===== src/rtl/fb_pkg.sv =====
// Shared state type and sizing helpers for the framebuffer scan controller.
package fb_pkg;

   typedef enum logic [1:0] {IDLE, SCAN, DRAIN} fb_state_t;

   function automatic int unsigned cnt_w(input int unsigned n);
      return (n <= 1) ? 1 : $clog2(n);
   endfunction

   function automatic longint unsigned frame_pix(input int unsigned w, input int unsigned h);
      return 64'(w) * 64'(h);
   endfunction

endpackage


===== src/rtl/fb_valid_pipe.sv =====
// Read-latency tracker: DEPTH-stage shift register of {valid, last} tags.
module fb_valid_pipe #(
   parameter int unsigned DEPTH = 1
) (
   input  logic clk,
   input  logic reset,
   input  logic in_valid,
   input  logic in_last,
   output logic out_valid,
   output logic out_last,
   output logic empty
);

   logic [DEPTH-1:0] v_q;
   logic [DEPTH-1:0] l_q;

   always_ff @(posedge clk) begin
      if (!reset) begin
         v_q <= '0;
         l_q <= '0;
      end else begin
         v_q[0] <= in_valid;
         l_q[0] <= in_valid & in_last;
         for (int unsigned i = 1; i < DEPTH; i++) begin
            v_q[i] <= v_q[i-1];
            l_q[i] <= l_q[i-1];
         end
      end
   end

   assign out_valid = v_q[DEPTH-1];
   assign out_last  = l_q[DEPTH-1];
   assign empty     = ~|v_q;

endmodule


===== src/rtl/fb_scan_ctrl.sv =====
// Framebuffer scan controller: scaled raster read addresses, latency-tracked pixel return.
// Optional double-buffered display bank selected by FB_DOUBLE_BUFFER_EN.
module fb_scan_ctrl
   import fb_pkg::*;
#(
   parameter int unsigned ADDR_W = 16,
   parameter int unsigned PIX_W  = 8,
   parameter int unsigned IMG_W  = 256,
   parameter int unsigned IMG_H  = 256,
   parameter int unsigned SCALE  = 1,
   parameter int unsigned RD_LAT = 1
) (
   input  logic              clk,
   input  logic              reset,
   input  logic              enable,
   input  logic              pix_req,
   output logic [ADDR_W-1:0] ram_addr,
   input  logic [PIX_W-1:0]  ram_q,
   output logic [PIX_W-1:0]  pixel,
   output logic              pixel_valid,
   output logic              frame_done,
   output logic              busy
`ifdef FB_DOUBLE_BUFFER_EN
   ,
   input  logic              swap_req,
   output logic              disp_bank
`endif
);

   localparam int unsigned XW = cnt_w(IMG_W);
   localparam int unsigned YW = cnt_w(IMG_H);
   localparam int unsigned SW = cnt_w(SCALE);
   localparam longint unsigned FRAME_PIX = frame_pix(IMG_W, IMG_H);
`ifdef FB_DOUBLE_BUFFER_EN
   localparam longint unsigned NBANK = 2;
`else
   localparam longint unsigned NBANK = 1;
`endif

   localparam logic [XW-1:0] X_LAST = XW'(IMG_W - 1);
   localparam logic [YW-1:0] Y_LAST = YW'(IMG_H - 1);
   localparam logic [SW-1:0] S_LAST = SW'(SCALE - 1);

   if (SCALE < 1 || RD_LAT < 1 || IMG_W < 1 || IMG_H < 1) begin : g_bad_dims
      $error("fb_scan_ctrl: SCALE, RD_LAT, IMG_W and IMG_H must all be >= 1");
   end
   if (FRAME_PIX * NBANK > (64'd1 << ADDR_W)) begin : g_bad_addr_w
      $error("fb_scan_ctrl: image does not fit in ADDR_W address bits");
   end

   fb_state_t         state_q, state_nxt;
   logic [XW-1:0]     x_q;
   logic [YW-1:0]     y_q;
   logic [SW-1:0]     hsub_q, vsub_q;
   logic [ADDR_W-1:0] row_base_q;
   logic [ADDR_W-1:0] bank_off;
   logic              accept, last_req, drained;
   logic              issue_v_q, issue_last_q;
   logic              pipe_v, pipe_l, pipe_empty;

   assign accept   = (state_q == SCAN) && enable && pix_req;
   assign last_req = (x_q == X_LAST) && (y_q == Y_LAST) && (hsub_q == S_LAST) && (vsub_q == S_LAST);
   assign drained  = pipe_empty && !issue_v_q;

   always_comb begin
      state_nxt = state_q;
      case (state_q)
         IDLE:    if (enable)  state_nxt = SCAN;
         SCAN:    if (!enable) state_nxt = DRAIN;
         DRAIN:   if (drained) state_nxt = IDLE;
         default: state_nxt = IDLE;
      endcase
   end

   always_ff @(posedge clk) begin
      if (!reset) state_q <= IDLE;
      else        state_q <= state_nxt;
   end

   // Raster walk with horizontal/vertical repeat; a row is replayed by leaving row_base alone.
   always_ff @(posedge clk) begin
      if (!reset || state_nxt == IDLE || (accept && last_req)) begin
         x_q        <= '0;
         y_q        <= '0;
         hsub_q     <= '0;
         vsub_q     <= '0;
         row_base_q <= '0;
      end else if (accept) begin
         if (hsub_q != S_LAST) begin
            hsub_q <= hsub_q + 1'b1;
         end else begin
            hsub_q <= '0;
            if (x_q != X_LAST) begin
               x_q <= x_q + 1'b1;
            end else begin
               x_q <= '0;
               if (vsub_q != S_LAST) begin
                  vsub_q <= vsub_q + 1'b1;
               end else begin
                  vsub_q     <= '0;
                  y_q        <= y_q + 1'b1;
                  row_base_q <= row_base_q + ADDR_W'(IMG_W);
               end
            end
         end
      end
   end

   always_ff @(posedge clk) begin
      if (!reset) begin
         ram_addr     <= '0;
         issue_v_q    <= 1'b0;
         issue_last_q <= 1'b0;
      end else begin
         issue_v_q    <= accept;
         issue_last_q <= accept & last_req;
         if (accept) ram_addr <= bank_off + row_base_q + ADDR_W'(x_q);
      end
   end

`ifdef FB_DOUBLE_BUFFER_EN
   logic bank_q, swap_pend_q;

   // A swap arriving with the last request takes effect at that same boundary.
   always_ff @(posedge clk) begin
      if (!reset) begin
         bank_q      <= 1'b0;
         swap_pend_q <= 1'b0;
      end else if (accept && last_req && (swap_pend_q || swap_req)) begin
         bank_q      <= ~bank_q;
         swap_pend_q <= 1'b0;
      end else if (swap_req) begin
         swap_pend_q <= 1'b1;
      end
   end

   assign disp_bank = bank_q;
   assign bank_off  = bank_q ? ADDR_W'(FRAME_PIX) : '0;
`else
   assign bank_off = '0;
`endif

   fb_valid_pipe #(
      .DEPTH (RD_LAT)
   ) u_valid_pipe (
      .clk       (clk),
      .reset     (reset),
      .in_valid  (issue_v_q),
      .in_last   (issue_last_q),
      .out_valid (pipe_v),
      .out_last  (pipe_l),
      .empty     (pipe_empty)
   );

   assign pixel_valid = pipe_v;
   assign frame_done  = pipe_v & pipe_l;
   assign pixel       = pipe_v ? ram_q : '0;
   assign busy        = (state_q != IDLE);

endmodule

===== config.mk =====
export PLATFORM = sky130hd
export DESIGN_NAME = fb_scan_ctrl
export DESIGN_NICKNAME = d
export VERILOG_FILES = /design/src/rtl/fb_pkg.sv /design/src/rtl/fb_valid_pipe.sv /design/src/rtl/fb_scan_ctrl.sv
export SDC_FILE = /design/constraint.sdc
export NUM_CORES = 1
export LEC_CHECK = 0
export ABC_AREA = 0
export BUFFER_PORTS_ARGS = -buffer_cell sky130_fd_sc_hd__buf_2
export CAP_MARGIN = 20
export CORE_MARGIN = 2
export CORE_UTILIZATION = 54
export DETAILED_ROUTE_END_ITERATION = 10
export GPL_ROUTABILITY_DRIVEN = 0
export PLACE_DENSITY = 0.78
export SLEW_MARGIN = 15
export SYNTH_ARGS = -nofsm -noshare
export SYNTH_HDL_FRONTEND = slang
export SYNTH_HIERARCHICAL = 1
export SYNTH_SLANG_ARGS = --single-unit

===== constraint.sdc =====
create_clock -name clk -period 2.4 [get_ports clk]
set_input_delay 0.24 -clock clk [delete_from_list [all_inputs] [get_ports clk]]
set_output_delay 0.24 -clock clk [all_outputs]
set_load 0.005 [all_outputs]

==> results of run 1 <==
==> logic make-up after synthesis <==
kind of cell               Yosys count
and+or+nand+nor                    117
buffers and inverters               14
DFF                                 46
xor gates and xnor gates            12
AOI/OAI and AO/OA                   37
muxes                                4
adders and majority gates            3
==> layer usage <==
metal / vias up / GRT usage
met1: 818 / 0.270
met2: 46 / 0.332
met3: 7 / 0.0486
met4: 0 / 0.0665
met5: - / 0
li1: 911 / -
==> flip-flops by register name (all words and copies together) (netlist names) <==
| signal | flops |
|---|---|
| state_q | 2 |
| issue_last_q | 1 |
| x_q | 8 |
| u_valid_pipe/out_valid | 1 |
| issue_v_q | 1 |
| row_base_q | 8 |
| ram_addr | 16 |
| y_q | 8 |
| u_valid_pipe/out_last | 1 |
==> cell type report <==
class	count	area (um2)
Tap cell	48	60.1
Sequential cell	46	921
Multi-Input combinational cell	173	1020
Inverter	4	15.0
Timing Repair Buffer	44	235
Fill cell	304	1250
Clock inverter	1	8.76
Clock buffer	7	96.3
==> Yosys cell counts (2+ instances only) <==
master    number
nor2_1         4
xor2_1         4
a311oi_1       2
o22ai_1        2
nand3_1        6
mux2i_1        4
a211oi_1       3
ha_1           3
nor3_1        18
and3_1         3
nand4_1        6
and2_1        12
dfxtp_1       46
nor4_1         7
o31ai_1        6
a21oi_1       24
or4_1          6
xnor2_1        8
nand2_1       46
clkbuf_1       8
inv_1          3
==> how the worst min path moves through the flow <==
stage | startpoint | to
after global placement | issue_last_q | u_valid_pipe/out_last
after CTS | reset | state_q[1]
after detailed placement | issue_last_q | u_valid_pipe/out_last
after global routing | reset | state_q[1]
after floorplan | enable | state_q[0]
final | reset | state_q[1]
==> worst max-delay path: stages (launching register included) <==
cell and delay (ns):
dfxtp_1 0.41, ha_1 0.21, nand2_1 0.19, or4_4 0.60, or4_1 0.42, a211oi_1 0.22
==> power breakdown <==
group / leakage [nW] / switching (mW) / internal (mW) / total (mW)
Combinational: 0.458 / 0.0284 / 0.0169 / 0.0453
Sequential: 0.371 / 0.00337 / 0.765 / 0.768
Clock: 0.0544 / 0.251 / 0.264 / 0.515
==> results, run 1 <==
- The worst hold path stage count is 2.
- The critical path endpoint category is a flop.
- By startpoint and endpoint, the worst setup path is classified as reg2reg.
- The overall power of the completed layout is 1.33 mW.
- The total setup violations reported at the end of the flow is 0.
- The arrival time of the worst setup path is 2.36 ns.
- The relative slew slack is 0.671.
- On the final layout, the worst hold slack is 0.216 ns.
- Once the clock tree was built, the resizer swapped 0 gates to a different size.
- For this design, the CTS-stage hold fixing added 0 buffers.
- Dividing the detail-routed wire length by the instance count gives 12.4 um.
- Clock tree synthesis inserted a total of 5 buffers.
- Along the worst path, the maximum fanout reaches 8.
- The capturing instance or port of the critical path is row_base_q[15].
- Of the total synthesized cell area, the portion taken by XOR and XNOR cells is 0.0527.
- The net total in the final layout is 289.
- The source-to-sink clock delay at the later pin of the worst-skew pair is 0.30 ns.
- The Yosys step of the flow raised 6 warnings.
- The number of storage elements in the synthesis netlist is 46.
- The vias per cell is 5.52.
- Measured against the total synthesized area, the mux share comes to 0.0201.
- The effective utilization at floorplan is 0.553.
- The routed wire length on met3 is 205 um.
- The clock transition time at the flip-flop clock pins of the worst setup and hold paths is 0.08 ns.
- The x dimension of the die is 64.8 um.
- The share of the synthesized area in compound gates (AO/OA/AOI/OAI) is 0.109.
- The simple-gate area share of the yosys netlist is 0.311.
- Summing all placed instances gives a cell area of 2250 um2.
- After detailed routing, the wire length on met1 is 1.86 mm.
- The hold violation total from the final report is 0.
- The global-route wire length before repair is 6.90 mm.
- Across the run, the number of max-cap violations was 0.
- The tree is rooted in a clkbuf_8.
- Entering global routing, the biggest net connects 28 pins.
- The final count of pins violating max slew is 0.
- The worst setup slack after layout is 0.262 ns.
- The height of the chip is 64.8 um.
- The top cell types in the final layout, fill and taps aside, are 46 x nand2_1, 46 x dfxtp_1, 38 x buf_2.
- The count of port buffers added during placement is 38.
- For this design the ratio of total power to cell area is 563 nW/um2.
- Averaged over all synthesized cells, the footprint is 8.57 um2.
- The antenna diode instance count is 0.
- The overall routing resource usage is 0.206.
- Ranked by total cell area, the synthesized netlist is headed by dfxtp_1 46%, nand2_1 8.7%, a21oi_1 6.0%.
- Compared with the post-synthesis result, the final layout area differs by 18.1%.
- The pre-antenna-repair detailed-routing pass consisted of 4 iterations.
- The minimum clock period after layout is 2.14 ns.
- The topmost layer with routed signal wires is met4.
- In this run, synthesis inferred 0 flip-flops with an integrated enable.
- The level count of the clock H-tree is 2.
- The startpoint identified for the worst register-to-register timing path is x_q[0].
- The path class of the tightest hold or removal check is in2reg.
- In the synthesized netlist the dominant register cell turns out to be dfxtp_1.
- Before CTS, the worst setup slack after placement is 0.291 ns.
- Summed over all layers, the global routing overflow is 0.
- During I/O placement, the number of pins put on the boundary was 39.
- The largest buffer count on any clock path is 2.
- Once layout is done, the placed cells without fillers occupy 2360 um2.
- By area, the combinational part of the netlist is dominated by simple AND/OR/NAND/NOR gates.
- The number of standard cells in the final layout excluding fillers is 323.
- The proportion of synthesized chip area in sequential cells is 0.461.
- STA classifies the critical path startpoint as a flop.
- Counting distinct cell types in the post-synthesis netlist gives 33.
- VDD sags by at most 0.000409 V.
- The detailed router finished its first iteration with 149 violations.
- The met2 wire length is 1.88 mm.
- Wires add up to 4.00 mm.
- The number of nets handed over by synthesis was 248.
- The data required time of the critical path is 2.62 ns.
- Setup repair after global routing left no endpoint under its margin.
- The analysis attributes to cell leakage a power of 0.883 nW.
- Summing every instance area after synthesis gives 2000 um2.
- The critical path launch point is x_q[0].
- The detailed router placed 1782 vias in this run.
- The placement row count is 22.
- The placeable core region is 3610 um2.
- The CTS tree is built.
- The final antenna-violating net count is 0.
- The die covers 4200 um2.
- The post-synthesis cell type with the largest combined area is dfxtp_1.
- The worst register-to-register path has a depth of 5.
- Setup slack on the worst reg-to-reg path comes out at 0.26 ns.
- The summed negative setup slack over all endpoints is 0 ns.
- The share of cells above drive strength 1 is 0.204.
- The async set-or-reset flop fraction in the synthesized netlist is 0.
- The number of antenna violations at the first check in global routing came to 0.
- The CTS sink count is 46.
- The actual slew at the worst max-slew pin is 0.489 ns.
- The remaining routing DRC violations is 0.
- The post-route fraction of the period consumed by the critical path is 0.891.
- The flow ran to the end, and the final reports show no timing, DRC or antenna violations.
- The HPWL after detailed placement is 2.87 mm.
- The number of buffers inserted to repair setup after CTS is 0.
- The number of placed instances, taps included is 315.
- The share of the core filled with cells in the final layout is 0.654.
- The gate count after technology mapping is 233.
- The clock skew after layout is 0.00569 ns.
- The timing-limited maximum frequency is 468 MHz.
- Of the total synthesized cell area, the portion taken by full adders, half adders and majority gates is 0.0188.
- The fraction of post-synthesis cell area in the top cell type by area is 0.461.
- In this run the critical register-to-register path is captured at row_base_q[15].
- The via count of the first global-routing pass is 1606.
Power figures use the tool's default switching activity.
==> inputs of run 2 (changes only) <==
Settings changed: CORE_MARGIN 2 to 4, CORE_UTILIZATION 54 to 55, CTS_BUF_LIST set to sky130_fd_sc_hd__clkbuf_4 sky130_fd_sc_hd__clkbuf_8, PLACE_DENSITY 0.78 to 0.8.
==> results, run 2 (synthesis results as in run 1) <==
- The source-to-sink clock delay at the later pin of the worst-skew pair is 0.36 ns (+0.06 ns).
- The growth of design area from synthesis to finish is 17.2%.
- The share of total power in the clock network is 0.367 (-0.021).
- The largest individual stage delay along the critical path comes from the cell or4_4.
- The share of the core filled with cells in the final layout is 0.685 (+0.0309).
- The logic depth of the worst register-to-register path is 4 (-1).
- The HPWL after detailed placement was 2.85 mm (-0.61%).
- The register containing the most flip-flops in the final layout is ram_addr.
- The library cells used most frequently in the layout, excluding fill and tap cells, are 46 x nand2_1, 46 x dfxtp_1, 38 x buf_2.
- The worst ir drop on vdd came to 0.000330 V (-19%).
- The CTS sink count came to 46 (unchanged).
- The sum of buffers and inverters on the critical path is 0 (unchanged).
- The I/O pin total is 39 (unchanged).
- The level count of the clock H-tree is 2 (unchanged).
- The net total in the final layout is 290 (+0.35%).
- The total setup violations reported at the end of the flow is 0 (unchanged).
- The number of antenna violations at the first check in global routing came to 0 (unchanged).
- The worst stage delay on the critical path was 0.58 ns (-0.02 ns).
- The area occupied by multi-input gates is 1020 um2 (unchanged).
- The tree is rooted in a clkbuf_4.
- The timing-limited maximum frequency is 503 MHz (+7.6%).
- The area enclosed by the die boundary is 4660 um2 (+11%).
- The largest buffer count on any clock path is 2 (unchanged).
- The number of optimization iterations in the first detailed-route pass is 4 (unchanged).
- The data required time of the critical path came to 2.69 ns (+0.07 ns).
- The effective utilization at floorplan came to 0.584 (+0.0308).
- The number of cells on the critical path was 4 (-1).
- The share of cells above drive strength 1 came to 0.204 (unchanged).
- The count of port buffers added during placement came to 38 (unchanged).
- The switching power share of the total is 0.202 (-0.0106).
- The largest delay contributor family on the critical path is simple AND/OR/NAND/NOR gates.
- The relative slew slack is 0.631 (-0.0399).
- The number of violations reported at the end of detailed-routing iteration 0 is 97 (-35%).
- The total vias in the final route is 1743 (-2.2%).
- The clock skew after layout came to 0.0124 ns (+0.00673 ns).
- The worst setup slack before clock tree synthesis was 0.409 ns (+0.118 ns).
- The actual slew at the worst max-slew pin is 0.548 ns (+0.0593 ns).
- Setup repair after global routing left no endpoint under its margin.
- The proportion of power drawn by flip-flops and latches is 0.598 (+0.020).
- The summed negative setup slack over all endpoints came to 0 ns (unchanged).
- The maximum number of pins on one net before global-route repair is 25 (-11%).
- The worst setup path is of the reg2reg kind.
- The remaining routing DRC violations was 0 (unchanged).
- The worst setup slack after layout is 0.413 ns (+0.152 ns).
- The post-cts sizing count is 0 (unchanged).
- The number of hold buffers added after cts is 0 (unchanged).
- The total overflow reported by the global router came to 0 (unchanged).
- The net switching power was 260 uW (-8.0%).
- The global-route wire length before repair is 6.69 mm (-3.1%).
- The number of buffers inserted to repair setup after CTS came to 0 (unchanged).
- The minimum clock period after layout is 1.99 ns (-0.152 ns).
- The wire length per cell after detailed routing is 12.4 um (+0.42%).
- The arrival time of the worst setup path is 2.27 ns (-0.09 ns).
- The post-route fraction of the period consumed by the critical path came to 0.828 (-0.0632).
- The max-capacitance violation count was 0 (unchanged).
- The clock transition time at the flip-flop clock pins of the worst setup and hold paths is 0.13 ns (+0.05 ns).
- The portion of total power attributed to combinational logic was 0.035 (about the same).
- The flip-flop count of the largest register, all copies and words added was 16 (unchanged).
- The height of the chip is 68.2 um (+5.3%).
- The hold violation total from the final report was 0 (unchanged).
- The placed standard-cell area was 2260 um2 (+0.22%).
- The vias per cell is 5.43 (-1.6%).
- The total clock buffers created by CTS is 5 (unchanged).
- The placeable core region is 3420 um2 (-5.3%).
- The routed wire length is 3.99 mm (-0.20%).
- The x dimension of the die is 68.2 um (+5.3%).
- Traced cell by cell, the critical path runs through nand4b_4 > or4_4 > or4_1 > a211oi_1.
- The placement row count was 21 (-4.5%).
- The leakage power of the design was 0.877 nW (-0.68%).
- The final antenna-violating net count is 0 (unchanged).
- The sequential standard cell area came to 921 um2 (unchanged).
- The largest fanout of any net on the critical path is 11 (+3).
- The antenna diode instance count was 0 (unchanged).
- TritonCTS built the clock tree.
- The run finished with clean final reports.
- The final count of pins violating max slew was 0 (unchanged).
- The overall routing resource usage is 0.190 (-0.0157).
- The critical path launch point type is a flop.
- The critical path endpoint category is a flop.
- The power per cell area is 550 nW/um2 (-2.4%).
- The via count of the first global-routing pass is 1534 (-4.5%).
- The final standard cell area without fillers came to 2340 um2 (-0.80%).
- The cell-internal power is 1.03 mW (-1.9%).
- The tightest min-delay check is of the in2reg type.
- The worst hold path stage count is 2 (unchanged).
- The number of fillers in the final layout is 303 (-0.33%).
==> run 2: path summary, 6_finish.rpt <==
check                           endpoint         from  slack [ns]
setup reg to reg          row_base_q[13]   state_q[0]        0.41
hold reg to reg              ram_addr[6]  ram_addr[6]        0.46
setup / recovery          row_base_q[13]   state_q[0]        0.41
hold / removal    u_valid_pipe/out_valid        reset        0.17
==> run 2: per-stage QoR <==
step	cells	hold WS, ns	power (mW)
floorplan	233	0.362	0.810
global placement	314	0.435	0.831
detailed placement	314	0.438	0.832
CTS	321	0.156	1.30
global route	321	0.159	1.34
finish	321	0.172	1.29
==> run 2: cell type report <==
class / instances / area share
Clock buffer: 6 / 0.0219
Clock inverter: 1 / 0.0128
Inverter: 4 / 0.00642
Multi-Input combinational cell: 173 / 0.437
Sequential cell: 46 / 0.394
Tap cell: 46 / 0.0246
Timing Repair Buffer: 45 / 0.104
==> run 2: worst register-to-register path, delay by kind of cell, from the launching register on <==
| family | cells | cell delay, ns |
|---|---|---|
| AOI/OAI and AO/OA | 1 | 0.23 |
| DFF | 1 | 0.46 |
| and+or+nand+nor | 3 | 1.23 |
==> run 2: power by group through the flow <==
stage          clock network, mW  logic [mW]  registers [mW]
2_1_floorplan                  0      0.0250           0.785
3_3_place_gp                   0      0.0454           0.786
3_5_place_dp                   0      0.0459           0.786
4_1_cts                    0.488      0.0460           0.769
5_1_grt                    0.520      0.0516           0.770
6_report                   0.471      0.0453           0.769
==> run 2: metal layers <==
layer | up-vias | GRT usage | wire, um | share of wire
met5 | - | 0 | 0 | 0
met1 | 784 | 0.247 | 1950 | 0.49
met4 | 0 | 0.0596 | 53 | 0.013
met3 | 6 | 0.0542 | 226 | 0.057
li1 | 917 | - | - | -
met2 | 36 | 0.303 | 1770 | 0.44
==> inputs of run 3 (changes only) <==
Clock period 2.4 ns to 1.9 ns, I/O delays scaled along.
==> results, run 3 (synthesis results as in run 1) <==
- The power per cell area is 618 nW/um2 (+12%).
- The total clock buffers created by CTS came to 5 (unchanged).
- The share of cells above drive strength 1 came to 0.272 (+0.0688).
- The maximum number of pins on one net before global-route repair is 28 (+12%).
- The post-route fraction of the period consumed by the critical path was 0.957 (+0.129).
- The CTS tree is built.
- The flip-flop count of the largest register, all copies and words added is 16 (unchanged).
- The total setup violations reported at the end of the flow came to 0 (unchanged).
- The library cells used most frequently in the layout, excluding fill and tap cells, are 45 x nand2_1, 43 x dfxtp_1, 38 x buf_2.
- The largest buffer count on any clock path is 2 (unchanged).
- The level count of the clock H-tree is 2 (unchanged).
- The area enclosed by the die boundary is 4660 um2 (unchanged).
- The effective utilization at floorplan is 0.584 (unchanged).
- The clock transition time at the flip-flop clock pins of the worst setup and hold paths is 0.13 ns (about the same).
- Setup repair after global routing left no endpoint under its margin.
- The critical path launch point type is a flop.
- The final count of pins violating max slew came to 0 (unchanged).
- The antenna diode instance count is 0 (unchanged).
- The number of optimization iterations in the first detailed-route pass is 4 (unchanged).
- The summed negative setup slack over all endpoints is 0 ns (unchanged).
- The placeable core region came to 3420 um2 (unchanged).
- The worst setup path is of the reg2reg kind.
- The number of violations reported at the end of detailed-routing iteration 0 is 130 (+34%).
- The relative slew slack came to 0.777 (+0.146).
- The via count of the first global-routing pass is 1648 (+7.4%).
- The I/O pin total is 39 (unchanged).
- The worst ir drop on vdd is 0.000436 V (+32%).
- The flow ran to the end, and the final reports show no timing, DRC or antenna violations.
- The height of the chip is 68.2 um (unchanged).
- The total vias in the final route is 1862 (+6.8%).
- The x dimension of the die is 68.2 um (unchanged).
- The clock skew after layout is 0.00800 ns (-0.00443 ns).
- The data required time of the critical path is 2.19 ns (-0.50 ns).
- The global-route wire length before repair is 7.36 mm (+10%).
- The source-to-sink clock delay at the later pin of the worst-skew pair is 0.35 ns (about the same).
- The minimum clock period after layout is 1.82 ns (-0.168 ns).
- The total overflow reported by the global router is 0 (unchanged).
- The hold violation total from the final report is 0 (unchanged).
- The register containing the most flip-flops in the final layout is ram_addr.
- The net total in the final layout is 304 (+4.8%).
- The count of port buffers added during placement is 38 (unchanged).
- The max-capacitance violation count is 0 (unchanged).
- In this run the worst hold path is classified as in2reg.
- The vias per cell was 5.54 (+2.1%).
- The remaining routing DRC violations came to 0 (unchanged).
- STA classifies the critical path endpoint as a flop.
- The HPWL after detailed placement is 3.16 mm (+11%).
- The timing-limited maximum frequency is 550 MHz (+9.2%).
- The number of antenna violations at the first check in global routing is 0 (unchanged).
- Leaving out fill and tap cells, the most frequent cell in the layout is nand2_1.
- The wire length per cell after detailed routing came to 13.1 um (+5.7%).
- The tree is rooted in a clkbuf_4.
- The largest fanout of any net on the critical path is 4 (-7).
- The overall power of the completed layout was 1.52 mW (+18%).
- The final antenna-violating net count was 0 (unchanged).
- The arrival time of the worst setup path is 2.11 ns (-0.16 ns).
- The growth of design area from synthesis to finish is 23.1%.
- The routed wire length was 4.42 mm (+11%).
- The actual slew at the worst max-slew pin was 0.331 ns (-0.217 ns).
- The overall routing resource usage was 0.211 (+0.0216).
- The placement row count was 21 (unchanged).
- The CTS sink count came to 46 (unchanged).
- The leakage power of the design is 0.947 nW (+8.0%).
-- run 3: cell count changes in the layout (fill, tap and decap cells not counted), sizes merged --
cell and delta:
bufinv -1, clkinv +1, clkbuf +1, buf +14
-- run 3: per-layer routing --
layer | part of all wire | GRT usage
met1 | 0.46 | 0.267
met2 | 0.46 | 0.339
met3 | 0.073 | 0.0657
met4 | 0.013 | 0.0744
met5 | 0 | 0
-- run 3: worst max-delay path: stages, from the launching register on --
cell and delay [ns]:
dfxtp_2 0.38, ha_4 0.14, nand2_2 0.05, or4_4 0.54
or4_1 0.43, a211oi_2 0.21
-- run 3: final timing paths --
kind	startpoint	to	slack (ns)	depth (start not counted)
min reg2reg	ram_addr[1]	ram_addr[1]	0.46	2
min	enable	state_q[0]	0.11	3
max reg2reg	x_q[0]	row_base_q[15]	0.08	5
max	x_q[0]	row_base_q[15]	0.08	5
-- run 3: power breakdown --
group	total [mW]	switching, mW	internal, mW
Clock	0.483	0.289	0.194
Combinational	0.0635	0.0393	0.0241
Sequential	0.971	0.00353	0.967
-- run 3: through the flow --
step	instance area, um2	hold slack, ns	worst slack [ns]	instances	util
floorplan	2000	0.312	0.000658	233	-
global placement	2360	0.439	0.0919	328	0.692
detailed placement	2360	0.446	0.0262	328	0.692
CTS	2430	0.104	0.000451	336	0.712
global route	2460	0.101	0.00239	336	0.719
finish	2460	0.109	0.0813	336	0.719
-- run 3: what timing repair did --
item | 4_1_cts | 5_1_grt
endpoints found under the setup margin | 1 | 6
pin swaps | 0 | 3
resized for setup | 1 | 7
hold buffers | 0 | 0
setup buffers | 0 | 0
-- run 3: layout make-up --
class                      count  area (um2)
timing repair buffer          59         348
inverter                       4        15.0
fill                         270         960
clock buffer                   7        58.8
multi-input combinational    173        1050
sequential                    46         925
clock inverter                 1        5.00
tap                           46        57.6
